===== src/rtl/latent_pkg.sv =====
// Shared widths, FSM state type and the z adder for the latent packer.
package latent_pkg;

  localparam int LANE_W = 16;
  localparam int LANES  = 4;
  localparam int WORD_W = 64;

  typedef enum logic {S_MU, S_VAR} state_t;

  // Overflow only possible when both operands share a sign and the sum flips it
  function automatic logic [15:0] sat_add16(input logic [15:0] a, input logic [15:0] b,
                                            input logic sat);
    logic [15:0] s;
    s = a + b;
    if (sat) begin
      if (!a[15] && !b[15] && s[15])
        s = 16'h7FFF;
      else if (a[15] && b[15] && !s[15])
        s = 16'h8000;
    end
    return s;
  endfunction

endpackage


===== src/rtl/latent_fifo.sv =====
// Synchronous first-word-fall-through FIFO; dout shows the head entry whenever not empty.
module latent_fifo #(
  parameter int WIDTH = 65,
  parameter int DEPTH = 4
) (
  input  logic             clk,
  input  logic             rst,
  input  logic             push,
  input  logic [WIDTH-1:0] din,
  input  logic             pop,
  output logic [WIDTH-1:0] dout,
  output logic             empty,
  output logic             full
);

  localparam int AW = $clog2(DEPTH);

  logic [WIDTH-1:0] mem [DEPTH];
  logic [AW-1:0]    wr_ptr;
  logic [AW-1:0]    rd_ptr;
  logic [AW:0]      count;
  logic             do_push;
  logic             do_pop;

  // A push into a full FIFO is accepted only when the head leaves on the same edge
  assign do_pop  = pop & ~empty;
  assign do_push = push & (~full | do_pop);

  always_ff @(posedge clk) begin
    if (rst) begin
      wr_ptr <= '0;
      rd_ptr <= '0;
      count  <= '0;
      for (int i = 0; i < DEPTH; i++)
        mem[i] <= '0;
    end else begin
      if (do_push) begin
        mem[wr_ptr] <= din;
        wr_ptr      <= wr_ptr + AW'(1);
      end
      if (do_pop)
        rd_ptr <= rd_ptr + AW'(1);
      count <= count + (AW+1)'(do_push) - (AW+1)'(do_pop);
    end
  end

  assign dout  = mem[rd_ptr];
  assign empty = (count == '0);
  assign full  = (count == (AW+1)'(DEPTH));

endmodule


===== src/rtl/latent_packer.sv =====
// Pairs mu/var core passes into z = mu + var, packs four z per 64-bit word and streams the words out.
module latent_packer
  import latent_pkg::*;
#(
  parameter int N_LATENT   = 16,
  parameter int FIFO_DEPTH = 4,
  parameter bit SATURATE   = 1'b0
) (
  input  logic        clk,
  input  logic        rst,
  input  logic        core_done,
  input  logic        core_op_mode,
  input  logic [15:0] core_result,
  output logic        fifo_full,
  output logic [63:0] m_data,
  output logic        m_valid,
  input  logic        m_ready,
  output logic        m_last,
  output logic        proto_err,
  output logic        overflow
);

  localparam int IDX_W = (N_LATENT > 1) ? $clog2(N_LATENT) : 1;

  state_t              state;
  state_t              state_next;
  logic                done_q;
  logic                cap;
  logic                mu_load;
  logic                z_we;
  logic                err_set;
  logic [LANE_W-1:0]   mu_reg;
  logic [LANE_W-1:0]   z;
  logic [1:0]          lane_cnt;
  logic [IDX_W-1:0]    lat_idx;
  logic                is_last;
  logic                word_done;
  logic [WORD_W-1:0]   pack_reg;
  logic [WORD_W-1:0]   pack_next;
  logic                pop;
  logic                fifo_empty;
  logic [WORD_W:0]     fifo_dout;

  // Falling edge of done marks the cycle the pass result is valid
  assign cap = done_q & ~core_done;

  always_ff @(posedge clk) begin
    if (rst)
      state <= S_MU;
    else
      state <= state_next;
  end

  always_comb begin
    state_next = state;
    mu_load    = 1'b0;
    z_we       = 1'b0;
    err_set    = 1'b0;
    case (state)
      S_MU: begin
        if (cap && !core_op_mode) begin
          mu_load    = 1'b1;
          state_next = S_VAR;
        end else if (cap && core_op_mode) begin
          err_set = 1'b1;
        end
      end
      S_VAR: begin
        if (cap && core_op_mode) begin
          z_we       = 1'b1;
          state_next = S_MU;
        end else if (cap && !core_op_mode) begin
          err_set = 1'b1;
          mu_load = 1'b1;
        end
      end
      default: state_next = S_MU;
    endcase
  end

  assign z         = sat_add16(mu_reg, core_result, SATURATE);
  assign is_last   = (lat_idx == IDX_W'(N_LATENT - 1));
  assign word_done = z_we & ((lane_cnt == 2'd3) | is_last);

  always_comb begin
    pack_next = pack_reg;
    pack_next[lane_cnt*LANE_W +: LANE_W] = z;
  end

  // The pack register is cleared on completion, so a short final word has zero upper lanes
  always_ff @(posedge clk) begin
    if (rst) begin
      done_q    <= 1'b0;
      mu_reg    <= '0;
      lane_cnt  <= '0;
      lat_idx   <= '0;
      pack_reg  <= '0;
      proto_err <= 1'b0;
      overflow  <= 1'b0;
    end else begin
      done_q <= core_done;
      if (mu_load)
        mu_reg <= core_result;
      if (err_set)
        proto_err <= 1'b1;
      if (z_we) begin
        lane_cnt <= word_done ? 2'd0 : lane_cnt + 2'd1;
        lat_idx  <= is_last ? '0 : lat_idx + IDX_W'(1);
        pack_reg <= word_done ? '0 : pack_next;
      end
      if (word_done && fifo_full && !pop)
        overflow <= 1'b1;
    end
  end

  assign pop = m_valid & m_ready;

  latent_fifo #(
    .WIDTH (WORD_W + 1),
    .DEPTH (FIFO_DEPTH)
  ) u_fifo (
    .clk   (clk),
    .rst   (rst),
    .push  (word_done),
    .din   ({is_last, pack_next}),
    .pop   (pop),
    .dout  (fifo_dout),
    .empty (fifo_empty),
    .full  (fifo_full)
  );

  assign m_valid = ~fifo_empty;
  assign m_data  = fifo_dout[WORD_W-1:0];
  assign m_last  = fifo_dout[WORD_W];

endmodule


===== config.mk =====
export PLATFORM = sky130hd
export DESIGN_NAME = latent_packer
export DESIGN_NICKNAME = d
export VERILOG_FILES = /design/src/rtl/latent_pkg.sv /design/src/rtl/latent_fifo.sv /design/src/rtl/latent_packer.sv
export SDC_FILE = /design/constraint.sdc
export NUM_CORES = 1
export LEC_CHECK = 0
export BUFFER_PORTS_ARGS = -buffer_cell sky130_fd_sc_hd__buf_2
export CORE_AREA = 2 2 200 202
export DETAILED_ROUTE_END_ITERATION = 7
export DIE_AREA = 0 0 202 204
export SETUP_SLACK_MARGIN = 0.2
export SYNTH_ARGS = -nofsm -noshare
export SYNTH_HDL_FRONTEND = slang
export SYNTH_HIERARCHICAL = 1
export SYNTH_SLANG_ARGS = --single-unit

===== constraint.sdc =====
create_clock -name clk -period 8.9 [get_ports clk]
set_clock_uncertainty 0.1 [all_clocks]
set_input_delay 1.335 -clock clk [delete_from_list [all_inputs] [get_ports clk]]
set_output_delay 1.335 -clock clk [all_outputs]
set_load 0.05 [all_outputs]

Yosys cells after proc, flatten, opt, wreduce, memory -nomap -nowiden
Memory sizes are Yosys's and may differ from the RTL's. A register that Yosys moved wholly into a read port is not among the register bits.
Cells that the tools add are included.
{"block": "word_totals", "word_cells": 67, "mem_bits_rw": 260, "in_bits": 21, "n_memories": 1, "out_inout_bits": 69, "reg_bits": 97}
{"block": "classes", "addsub": 8, "eq_ne": 3, "n_mux": 23, "bitwise": 11, "reduce_logical": 8, "n_shift": 2}
{"memory": "u_fifo.mem", "words": 4, "word_bits": 65, "read_ports": 1, "rd_ports_with_merged_regs": 1, "write_ports": 4, "line_no": "latent_fifo.sv:18", "rtl": "logic [WIDTH-1:0] mem [DEPTH];"}
{"op": "2-to-1 mux 65 bit", "count": 1}
{"op": "OR reduction 65 bit", "count": 1}
{"op": "bitwise mux 64 bit", "count": 1}
{"op": "2-to-1 mux 64 bit", "count": 1}
{"op": "variable shift 16 x 34 -> 64 bit, first input constant", "count": 1}
{"op": "variable part select 16 x 34 -> 64 bit", "count": 1}
{"op": "negator 6 -> 34 bit", "count": 1}
{"op": "adder 16 bit", "count": 1}
{"op": "2-to-1 mux 1 bit", "count": 12}
{"op": "2-to-1 mux 2 bit", "count": 4}
{"op": "adder 2 x 1 -> 2 bit, second input constant", "count": 3}
{"op": "one-hot mux 1 bit (2 select lines)", "count": 3}
{"op": "AND 1 bit", "count": 5}
{"op": "adder 4 x 1 -> 4 bit, second input constant", "count": 1}
{"op": "equality test 4 bit, second input constant", "count": 1}
{"op": "logical AND 1 bit", "count": 4}
{"op": "2-to-1 mux 4 bit", "count": 1}
{"op": "inverter 1 bit", "count": 4}
{"op": "adder 3 x 1 -> 3 bit", "count": 1}
{"op": "equality test 3 bit, second input constant", "count": 1}
{"op": "logical NOT 3 bit", "count": 1}
{"op": "subtractor 3 x 1 -> 3 bit", "count": 1}
{"op": "equality test 2 bit, second input constant", "count": 1}
{"op": "logical NOT 1 bit", "count": 2}
{"op": "OR 1 bit", "count": 2}

Logic depth before layout (Yosys ltp)
{"block": "logic_depth", "word_depth": 12, "mapped_depth": 12, "mapped_depth_nobuf": 11}

Hierarchy
The synthesis kept the hierarchy.
{"module": "latent_fifo", "cells_each": 677, "seq_area_each_um2": 7987.7, "instances": 1, "area_per_inst_um2": 11596.1}
{"module": "latent_packer", "cells_each": 574, "seq_area_each_um2": 1801.7, "instances": 1, "area_per_inst_um2": 4618.2}

Least setup slack after synthesis
Ideal clock, no wire load.
{"block": "synth_timing", "kind": "input port to flip-flop", "startpoint": "in core_done", "endpoint": "mem u_fifo.mem[1][0], enable pin", "path_slack_ns": 3.107, "cell_stages": 5, "required_ns": 8.299, "setup_time_ns": 0.501, "arrival_time_ns": 5.192, "path_cell_list": "and2b_1 nand3_2 nor2_1 nand2b_1 o21bai_1"}
{"element": "start: declaration", "line_no": "latent_packer.sv:11", "rtl": "input logic core_done,"}
{"element": "end: declaration", "line_no": "latent_fifo.sv:18"}

==> results.sh <==
export IMPL_status="finished, final reports clean"
export IMPL_area_delta_synth_final_pct=13.4
export IMPL_path_max_fanout=66
export IMPL_hold_slack_ns=0.352
export IMPL_num_vias=9816
export IMPL_die_area_um2=41200
export IMPL_wl_met1_um=17400
export IMPL_yosysTopAreaCell="edfxtp_1"
export IMPL_detailed_place_hpwl_um=22700
export IMPL_highest_layer="met4"
export IMPL_antenna_found_initial=0
export IMPL_leakage_nw=6.58
export IMPL_clockBufferDepth=3
export IMPL_hold_viol=0
export IMPL_wl_um=38300
export IMPL_ir_worst_vdd_uv=177
export IMPL_largest_register_ffs=260
export IMPL_place_ws_ns=3.21
export IMPL_synth_top_cell_area_share=0.482
export IMPL_cts_sink_count=359
export IMPL_die_w_um=202
export IMPL_ys_types=64
export IMPL_place_inst=1805
export IMPL_port_buffers=89
export IMPL_nets=1366
export IMPL_post_route_min_period_ns=5.06
export IMPL_clock_latency_ns=0.54
export IMPL_setup_tns_ns=0
export IMPL_start_kind="input pin"
export IMPL_crit_required_ns=8.97
export IMPL_end_kind="flip-flop"
export IMPL_cts_tree="done"
export IMPL_p_per_area_nw_per_um2=197
export IMPL_final_layout_size_suffix_gt1_frac=0.186
export IMPL_rows=73
export IMPL_ant_nets=0
export IMPL_power_mw=3.63
export IMPL_syn_num_nets=1296
export IMPL_r2r_slack_ns=4.23
export IMPL_crit_type="in -> reg"
export IMPL_grt_max_degree=67
export IMPL_clock_fmax_mhz=197
export IMPL_postCtsSetupBuffers=0
export IMPL_synthFlopType="edfxtp_1"
export IMPL_drv_cap=0
export IMPL_seq_area_frac_synth=0.604
export IMPL_instances_no_fill=1876
export IMPL_hold_class="reg -> reg"
export IMPL_ys_async_sr_fraction=0
export IMPL_wl_per_cell_um=20.4
export IMPL_finalSetupViolCount=0
export IMPL_slowest_delay_ns=0.84
export IMPL_critPathSlowestCell="or2_2"
export IMPL_worst_slack_ns=3.84
export IMPL_drc_errors=0
export IMPL_h_tree_depth=2
export IMPL_worstMarginPinSlew_ns=1.10
export IMPL_yosys_top_cells_area="edfxtp_1 (48%), dfxtp_1 (12%), and2_1 (11%), mux4_2 (9.0%), o22ai_1 (2.0%)"
export IMPL_pin_count=90
export IMPL_ys_seq_elements=359
export IMPL_diodes=0
export IMPL_cts_resized=0
export IMPL_fin_crit_sh=0.569
export IMPL_grt_pass1_wl_um=59300
export IMPL_yosys_top_cells_count="and2_1 (278), edfxtp_1 (260), dfxtp_1 (99)"
export IMPL_yosysMostFrequentCell="and2_1"
export IMPL_die_h_um=204
export IMPL_synth_edf_count=260
export IMPL_ys_warn_count=6
export IMPL_rsz0062_at_grt="false"
export IMPL_cts_hold_buffers=0
export IMPL_wl_met3_um=1560
export IMPL_grt_pass1_vias=10117
export IMPL_cts_made_buffers=39
export IMPL_slew_viol_final=0
export IMPL_dr_pass1_iters=5
export IMPL_gr_total_overflow=0
export IMPL_syn_cell_area_um2=16200
export IMPL_avgSynthCellArea_um2=13.0
export IMPL_cp_cell_sequence="buf_2 -> and2b_1 -> nand3_2 -> nor2_1 -> inv_1 -> nor4b_4 -> buf_4 -> or2_2 -> buf_4"
export IMPL_clk_pin_slew_worst_paths_ns=0.06
export IMPL_routed_via_density=5.23
export IMPL_met2_length_um=18600
export IMPL_worst_path_most_repeated_cell="buf_4"
export IMPL_gp_congestion=0.802
export IMPL_initialDrtViolationCount=515
export IMPL_synth_cells=1251
export IMPL_cts_root_buffer="clkbuf_16"
export IMPL_slew_headroom=0.270
export IMPL_arrival_ns=5.14
export IMPL_fp_coreArea_um2=39200
export IMPL_track_usage=0.187
export IMPL_start_util=0.414
[cell type report]
type / instances / area (µm²)
clock buffer: 59 / 1120
clock inverter: 12 / 125
fill: 3517 / 20800
inverter: 75 / 282
multi-input combinational: 745 / 5870
sequential: 359 / 9790
tap: 525 / 657
timing repair buffer: 101 / 536
[layer usage]
metal  global-route usage  vias to the layer above
met3               0.0274                       58
met4               0.0478                        0
met5                    0                        -
met1                0.252                     4874
met2                0.318                      225
li1                     -                     4659
[path summary, 6_finish.rpt]
check,start,cells after the start,to
max,core_done,9,u_fifo/mem[0][40]
min reg2reg,pack_reg[24],2,pack_reg[24]
min,pack_reg[24],2,pack_reg[24]
max reg2reg,lat_idx[0],9,u_fifo/mem[0][40]
[worst max-delay path, delay by kind of cell]
kind          cells  cell delay (ns)
buf+inv           4             1.57
simple gates      5             2.15
[layout by cell type (no fill, tap or decap), types with 12 or more instances in the layout]
master / n
ha_1: 22
nor2_1: 34
o32ai_1: 12
nand2_1: 78
and2_1: 278
clkbuf_1: 14
buf_4: 12
o21ai_0: 25
mux4_2: 65
o22ai_1: 52
nand2b_1: 13
clkbuf_16: 40
buf_2: 89
edfxtp_1: 260
a21oi_1: 32
inv_1: 75
dfxtp_1: 97
[metrics by stage]
stage | util | area, µm²
global route | 0.469 | 18400
floorplan | - | 16200
finish | 0.469 | 18400
CTS | 0.469 | 18400
detailed placement | 0.437 | 17100
global placement | 0.437 | 17100
[cell families (layout without fill, tap and decap cells)]
| logic type | Yosys count | in the layout | synth area share |
|---|---|---|---|
| buffers and inverters | 147 | 247 | 0.0377 |
| AO/OA/AOI/OAI | 184 | 184 | 0.0761 |
| AND/OR/NAND/NOR | 453 | 453 | 0.162 |
| flip-flops | 359 | 359 | 0.604 |
| multiplexers | 69 | 69 | 0.0931 |
| adder cells (fa/ha/maj) | 24 | 24 | 0.0194 |
| XOR/XNOR | 15 | 15 | 0.00810 |
[power breakdown]
group	internal [mW]	total (mW)	leakage, nW	switching, mW
combinational	0.0494	0.189	2.60	0.140
clock	0.931	1.58	0.610	0.651
sequential	1.84	1.85	3.37	0.0136
No activity file was read; power rests on OpenSTA's default activity.
